===== config.mk =====
export PLATFORM = sky130hd
export DESIGN_NAME = cp0_ctrl
export DESIGN_NICKNAME = d
export VERILOG_FILES = /design/src/rtl/mips_defs.sv /design/src/rtl/cp0_ctrl.sv
export SDC_FILE = /design/constraint.sdc
export NUM_CORES = 1
export LEC_CHECK = 0
export ABC_AREA = 0
export CORE_MARGIN = 5
export CORE_UTILIZATION = 40
export CTS_CLUSTER_DIAMETER = 80
export DETAILED_ROUTE_END_ITERATION = 10
export GPL_TIMING_DRIVEN = 0
export HOLD_SLACK_MARGIN = 0.06
export PLACE_DENSITY_LB_ADDON = 0.12
export SLEW_MARGIN = 20
export SYNTH_ARGS = -nofsm -noshare
export SYNTH_HDL_FRONTEND = slang
export SYNTH_SLANG_ARGS = --single-unit

===== constraint.sdc =====
create_clock -name clk -period 2.5 [get_ports clk]
set_clock_uncertainty 0.15 [all_clocks]
set_input_delay 0.5 -clock clk [delete_from_list [all_inputs] [get_ports clk]]
set_output_delay 0.5 -clock clk [all_outputs]
set_load 0.01 [all_outputs]

===== src/rtl/mips_defs.sv =====
// mips_defs: shared MIPS CP0 definitions.
//   CP0 register numbers, ExcCode values, SR/Cause bit positions,
//   exception handler address, and helpers that pack SR/Cause words.
package mips_defs;

    localparam logic [4:0] CP0_SR    = 5'd12;
    localparam logic [4:0] CP0_CAUSE = 5'd13;
    localparam logic [4:0] CP0_EPC   = 5'd14;
    localparam logic [4:0] CP0_PRID  = 5'd15;

    localparam logic [4:0] EXC_INT     = 5'd0;
    localparam logic [4:0] EXC_ADEL    = 5'd4;
    localparam logic [4:0] EXC_ADES    = 5'd5;
    localparam logic [4:0] EXC_SYSCALL = 5'd8;
    localparam logic [4:0] EXC_RI      = 5'd10;
    localparam logic [4:0] EXC_OV      = 5'd12;

    localparam int SR_IE_BIT    = 0;
    localparam int SR_EXL_BIT   = 1;
    localparam int SR_IM_LO     = 10;
    localparam int CAUSE_BD_BIT = 31;
    localparam int CAUSE_IP_LO  = 10;
    localparam int CAUSE_EXC_LO = 2;

    localparam logic [31:0] HANDLER_ADDR = 32'h0000_4180;

    // SR: IM in 15:10, EXL in 1, IE in 0, everything else reads 0.
    function automatic logic [31:0] sr_word(input logic [5:0] im, input logic exl,
                                            input logic ie);
        sr_word = {16'b0, im, 8'b0, exl, ie};
    endfunction

    // Cause: BD in 31, IP in 15:10, ExcCode in 6:2.
    function automatic logic [31:0] cause_word(input logic bd, input logic [5:0] ip,
                                               input logic [4:0] exc);
        cause_word = {bd, 15'b0, ip, 3'b0, exc, 2'b0};
    endfunction

endpackage


===== src/rtl/cp0_ctrl.sv =====
// cp0_ctrl: MIPS coprocessor-0 exception/interrupt controller beside the M stage.
//   Ports: clk, reset (async, active-high); en/addr/wdata mtc0 write, rdata mfc0 read;
//   vpc/bd_in/exc_code_in describe the M instruction; hw_int external interrupt levels;
//   eret return strobe; req redirects fetch to the handler; epc_out return address.
//   Optional macro CP0_BD_EN: capture Cause.BD and back EPC up to the branch for
//   delay-slot victims; undefined -> bd_in ignored, BD reads 0, EPC = vpc.
module cp0_ctrl
    import mips_defs::*;
#(
    parameter logic [31:0] PRID_VAL = 32'h0000_0913
) (
    input  logic        clk,
    input  logic        reset,
    input  logic        en,
    input  logic [4:0]  addr,
    input  logic [31:0] wdata,
    output logic [31:0] rdata,
    input  logic [31:0] vpc,
    input  logic        bd_in,
    input  logic [4:0]  exc_code_in,
    input  logic [5:0]  hw_int,
    input  logic        eret,
    output logic        req,
    output logic [31:0] epc_out
);

    logic [5:0]  im_q, im_d;
    logic        exl_q, exl_d;
    logic        ie_q, ie_d;
    logic        bd_q, bd_d;
    logic [5:0]  ip_q, ip_d;
    logic [4:0]  exc_q, exc_d;
    logic [31:0] epc_q, epc_d;
    logic        int_req, exc_req;
    logic        wr_sr, wr_epc;
    logic [31:0] epc_take;

    assign int_req = (|(hw_int & im_q)) & ie_q & ~exl_q;
    assign exc_req = (exc_code_in != EXC_INT) & ~exl_q;
    assign req     = int_req | exc_req;

    // A taken exception flushes the mtc0, so its write is dropped.
    assign wr_sr  = en & ~req & (addr == CP0_SR);
    assign wr_epc = en & ~req & (addr == CP0_EPC);

`ifdef CP0_BD_EN
    assign epc_take = bd_in ? vpc - 32'd4 : vpc;
`else
    logic unused_bd;
    assign unused_bd = bd_in;
    assign epc_take  = vpc;
`endif

    always_comb begin
        im_d  = wr_sr ? wdata[SR_IM_LO +: 6] : im_q;
        ie_d  = wr_sr ? wdata[SR_IE_BIT] : ie_q;
        exl_d = wr_sr ? wdata[SR_EXL_BIT] : exl_q;
        epc_d = wr_epc ? wdata : epc_q;
        bd_d  = bd_q;
        exc_d = exc_q;
        ip_d  = hw_int;
        if (req) begin
            exl_d = 1'b1;
            exc_d = int_req ? EXC_INT : exc_code_in;
            epc_d = epc_take;
`ifdef CP0_BD_EN
            bd_d  = bd_in;
`endif
        end else if (eret) begin
            exl_d = 1'b0;
        end
    end

    always_ff @(posedge clk or posedge reset) begin
        if (reset) begin
            im_q  <= '0;
            exl_q <= 1'b0;
            ie_q  <= 1'b0;
            bd_q  <= 1'b0;
            ip_q  <= '0;
            exc_q <= '0;
            epc_q <= '0;
        end else begin
            im_q  <= im_d;
            exl_q <= exl_d;
            ie_q  <= ie_d;
            bd_q  <= bd_d;
            ip_q  <= ip_d;
            exc_q <= exc_d;
            epc_q <= epc_d;
        end
    end

    always_comb begin
        rdata = (addr == CP0_SR)    ? sr_word(im_q, exl_q, ie_q) :
                (addr == CP0_CAUSE) ? cause_word(bd_q, ip_q, exc_q) :
                (addr == CP0_EPC)   ? epc_q :
                (addr == CP0_PRID)  ? PRID_VAL : 32'h0;
    end

    // Forward an in-flight EPC write so an immediately following eret needs no stall.
    assign epc_out = (en && addr == CP0_EPC) ? wdata : epc_q;

endmodule


==> summary.txt <==
Timing
  • Min Tclk post-route: 2.447 ns
  • RSZ-0062 raised after global routing: no
  • Worst-margin pin slew: 0.4371 ns
  • Final setup vio count: 0
  • Hold Vio Cnt, Final: 0
  • Fmax: 0.4086 GHz
  • Max-slew headroom: 70.82%
  • Tcrit/Tclk final: 97.89%
  • Slew Viols, Final: 0
  • Final WS setup: 0.05283 ns

Layout
  • Layout cell share with drive strength beyond 1: 38.40%
  • Area grow syn2layout: 67.38%
  • Fill cells: 544
  • Final Util: 69.91%
  • Most frequent cells in the layout: clkdlybuf4s50_1, dfrtp_1, mux2_2
  • Final nets: 486
  • Most common cell after layout, fill and taps aside: clkdlybuf4s50_1
  • Ant. Diodes: 0
  • Final cell count without fillers: 497

Setup path
  • Crit Path Max Fanout: 10
  • Reg-to-reg slack, setup: 0.46 ns
  • Worst R2R End: im_q[0]$_DFFE_PP0P_
  • Delay of the slowest cell on the worst path: 0.28 ns
  • CP endpoint kind: primary output
  • Crit path arrival time: 1.80 ns
  • Crit path max-delay cell type: dlygate4sd2_1
  • Cell mode on critical path: buf_4
  • Cell breakdown of the critical path: buf_4 > and2b_2 > buf_4 > buf_4 > clkbuf_2 > and3_1 > dlygate4sd2_1
  • CP Class: input port to primary output
  • RR Startpoint: im_q[2]$_DFFE_PP0P_
  • R2R depth: 5
  • Req. time, crit path: 1.85 ns
  • Startpoint Class: input port

Worst hold path
  • Min-Delay Path Class: input port to flop
  • Worst hold endpoint: ip_q[4]$_DFF_PP0_
  • Worst Min Path Start: hw_int[4]
  • Hold depth: 1

Routing
  • Via density: 4.944
  • Routed len/inst: 17.82 µm
  • Routed Antenna Nets: 0
  • Iter 0 DRT Violations: 52
  • Remaining routing DRC violations: 0
  • Total Wirelength: 8.857 mm
  • DR vias: 2,457
  • Drt pass-1 iters: 4

Clocking
  • CTS Buf Count: 5
  • CTS Sinks: 51
  • CTS root buf: clkbuf_8
  • Clk pin slew, worst setup/hold paths: 0.08 ns
  • H-tree depth: 2
  • CTS max path bufs: 2
  • Clock Latency Late Sink: 0.30 ns
  • TritonCTS clock tree: yes
  • CTS Hold Bufs: 0

Synth
  • Syn Std Cell Area: 2869 µm²
  • Cell count after synthesis: 228
  • Largest family of logic cells by synthesized area: multiplexers
  • Adder-Cell Fraction of Synth Area: 0%
  • Compound-Gate Fraction of Synth Area: 5.757%
  • Synth warnings: 0
  • Mux contribution to synthesized area: 35.37%
  • Synth cell types: 29
  • Sequential share of the synthesized area: 44.48%
  • Simple-gate share of the synthesized area: 10.82%
  • Syn_nets: 313
  • Synth Register Bits: 51
  • Mean Syn Cell Area: 12.58 µm²
  • Post-Synth XOR/XNOR Area: 0%

Place
  • I/O Buffers: 148
  • Dpl ws: -0.8119 ns
  • Final HPWL DP: 6.616 mm
  • GPL Wtd Cong: 0.8020
  • Placed Cells: 473

Run status
  • Outcome: complete, no violations

Power
  • Peak supply drop: 0.0004066 V
  • Leakage: 2.358 nW
  • Power Density: 843.7 nW/µm²

Job
  • Max Cap Violations: 0

Global route
  • Initial antenna violation count: 0
  • Vias in the first global route: 2,756
  • Global route overflow: 0
  • First-pass GRT wire length: 14.02 mm
  • Largest net degree at the start of global routing: 34
  • Gr usage total: 20.47%

Floorplanning
  • Chip height: 94.69 µm
  • Die Width: 94.69 µm
  • Initial Utilization: 41.77%
  • Row Count: 30
  • Number of top-level pins: 150
  • Die Area: 8966 µm²
  • Core area: 6869 µm²
-- worst max-delay path: cells and delay by family --
family / cells / cell delay, ns
buf+inv: 5 / 0.86
simple gates: 2 / 0.43
-- layout make-up --
| type | instances | area [µm²] | share of cell area [%] |
|---|---|---|---|
| Clock inverter | 1 | 5.005 | 0.1042 |
| Inverter | 3 | 11.26 | 0.2345 |
| Clock buffer | 6 | 82.58 | 1.720 |
| Tap cell | 96 | 120.1 | 2.501 |
| Timing Repair Buffer | 169 | 1665 | 34.68 |
| Multi-Input combinational cell | 160 | 1539 | 32.05 |
| Sequential cell | 51 | 1276 | 26.58 |
| Buffer | 11 | 102.6 | 2.137 |
-- synthesized netlist by cell type --
library cell / instances / share of area [%]
clkbuf_1: 7 / 0.92
nor2b_1: 3 / 0.65
a22oi_1: 6 / 1.6
inv_1: 3 / 0.39
nor3_1: 2 / 0.35
and3_1: 18 / 3.9
nand3_4: 1 / 0.61
nor2_1: 22 / 2.9
nand2_1: 3 / 0.39
buf_2: 1 / 0.17
a21oi_2: 1 / 0.31
o21ai_0: 5 / 0.87
mux2i_1: 11 / 3.8
mux2_2: 40 / 16
dfrtp_1: 51 / 44
a22oi_2: 1 / 0.44
a21oi_1: 8 / 1.4
nor2_4: 1 / 0.39
a211oi_1: 1 / 0.26
nand3b_1: 1 / 0.26
buf_4: 2 / 0.52
nand3_1: 1 / 0.17
nor3_4: 1 / 0.57
mux2_1: 3 / 1.2
a311oi_4: 1 / 0.92
buf_6: 4 / 1.6
and2b_2: 1 / 0.31
and3b_1: 1 / 0.31
mux2_4: 28 / 15
-- logic make-up after synthesis --
| group | after synthesis |
|---|---|
| multiplexers | 82 |
| AND/OR/NAND/NOR | 55 |
| flip-flops | 51 |
| AO/OA/AOI/OAI | 23 |
| buffers and inverters | 17 |
-- report_power, final --
group | total (mW) | internal (mW) | switching [mW]
Sequential | 1.38 | 1.18 | 0.201
Clock | 0.482 | 0.218 | 0.264
Combinational | 2.19 | 1.33 | 0.862
Total | 4.05 | 2.72 | 1.33
-- layer usage --
layer / share of wire, % / routed length, µm / vias to the layer above / global-route usage [%]
met4: 1.8 / 161 / 0 / 5.529
met2: 51 / 4561 / 97 / 36.70
met5: 0 / 0 / - / 0
met3: 8.8 / 777 / 14 / 7.809
li1: - / - / 1164 / -
met1: 38 / 3357 / 1182 / 22.53
-- flip-flops by register name, summed over array words and instances, names as in the netlist --
register,cells
epc_q,32
im_q,6
ip_q,6
exc_q,5
exl_q,1
ie_q,1
-- repair_timing --
item,4_1_cts,5_1_grt
buffers inserted,16,2
gates resized for setup,210,13
endpoints found under the setup margin,65,24
gates cloned,3,0
pin swaps,4,4
-- metrics by stage --
stage	setup TNS [ns]	instance area [µm²]	power, mW	hold slack, ns
finish	0	4802	4.051	0.2115
floorplan	0	2869	2.685	0.3307
detailed placement	-52.72	4491	3.643	0.3665
global route	0	4802	4.332	0.2008
CTS	-0.03031	4807	4.060	0.3674
global placement	-73.27	4471	3.604	0.3496
-- worst max path at each step --
stage                     slack (ns)  depth (start not counted)           to  startpoint
after floorplan                 0.40                          5          req   hw_int[2]
after global placement         -0.78                          6     rdata[6]     addr[1]
after detailed placement       -0.81                          6     rdata[5]     addr[1]
after CTS                      -0.01                          8  epc_out[18]     addr[1]
after global routing           0.003                          7    rdata[23]     addr[1]
final                           0.05                          7    rdata[22]     addr[1]
Power figures use the tool's default switching activity.
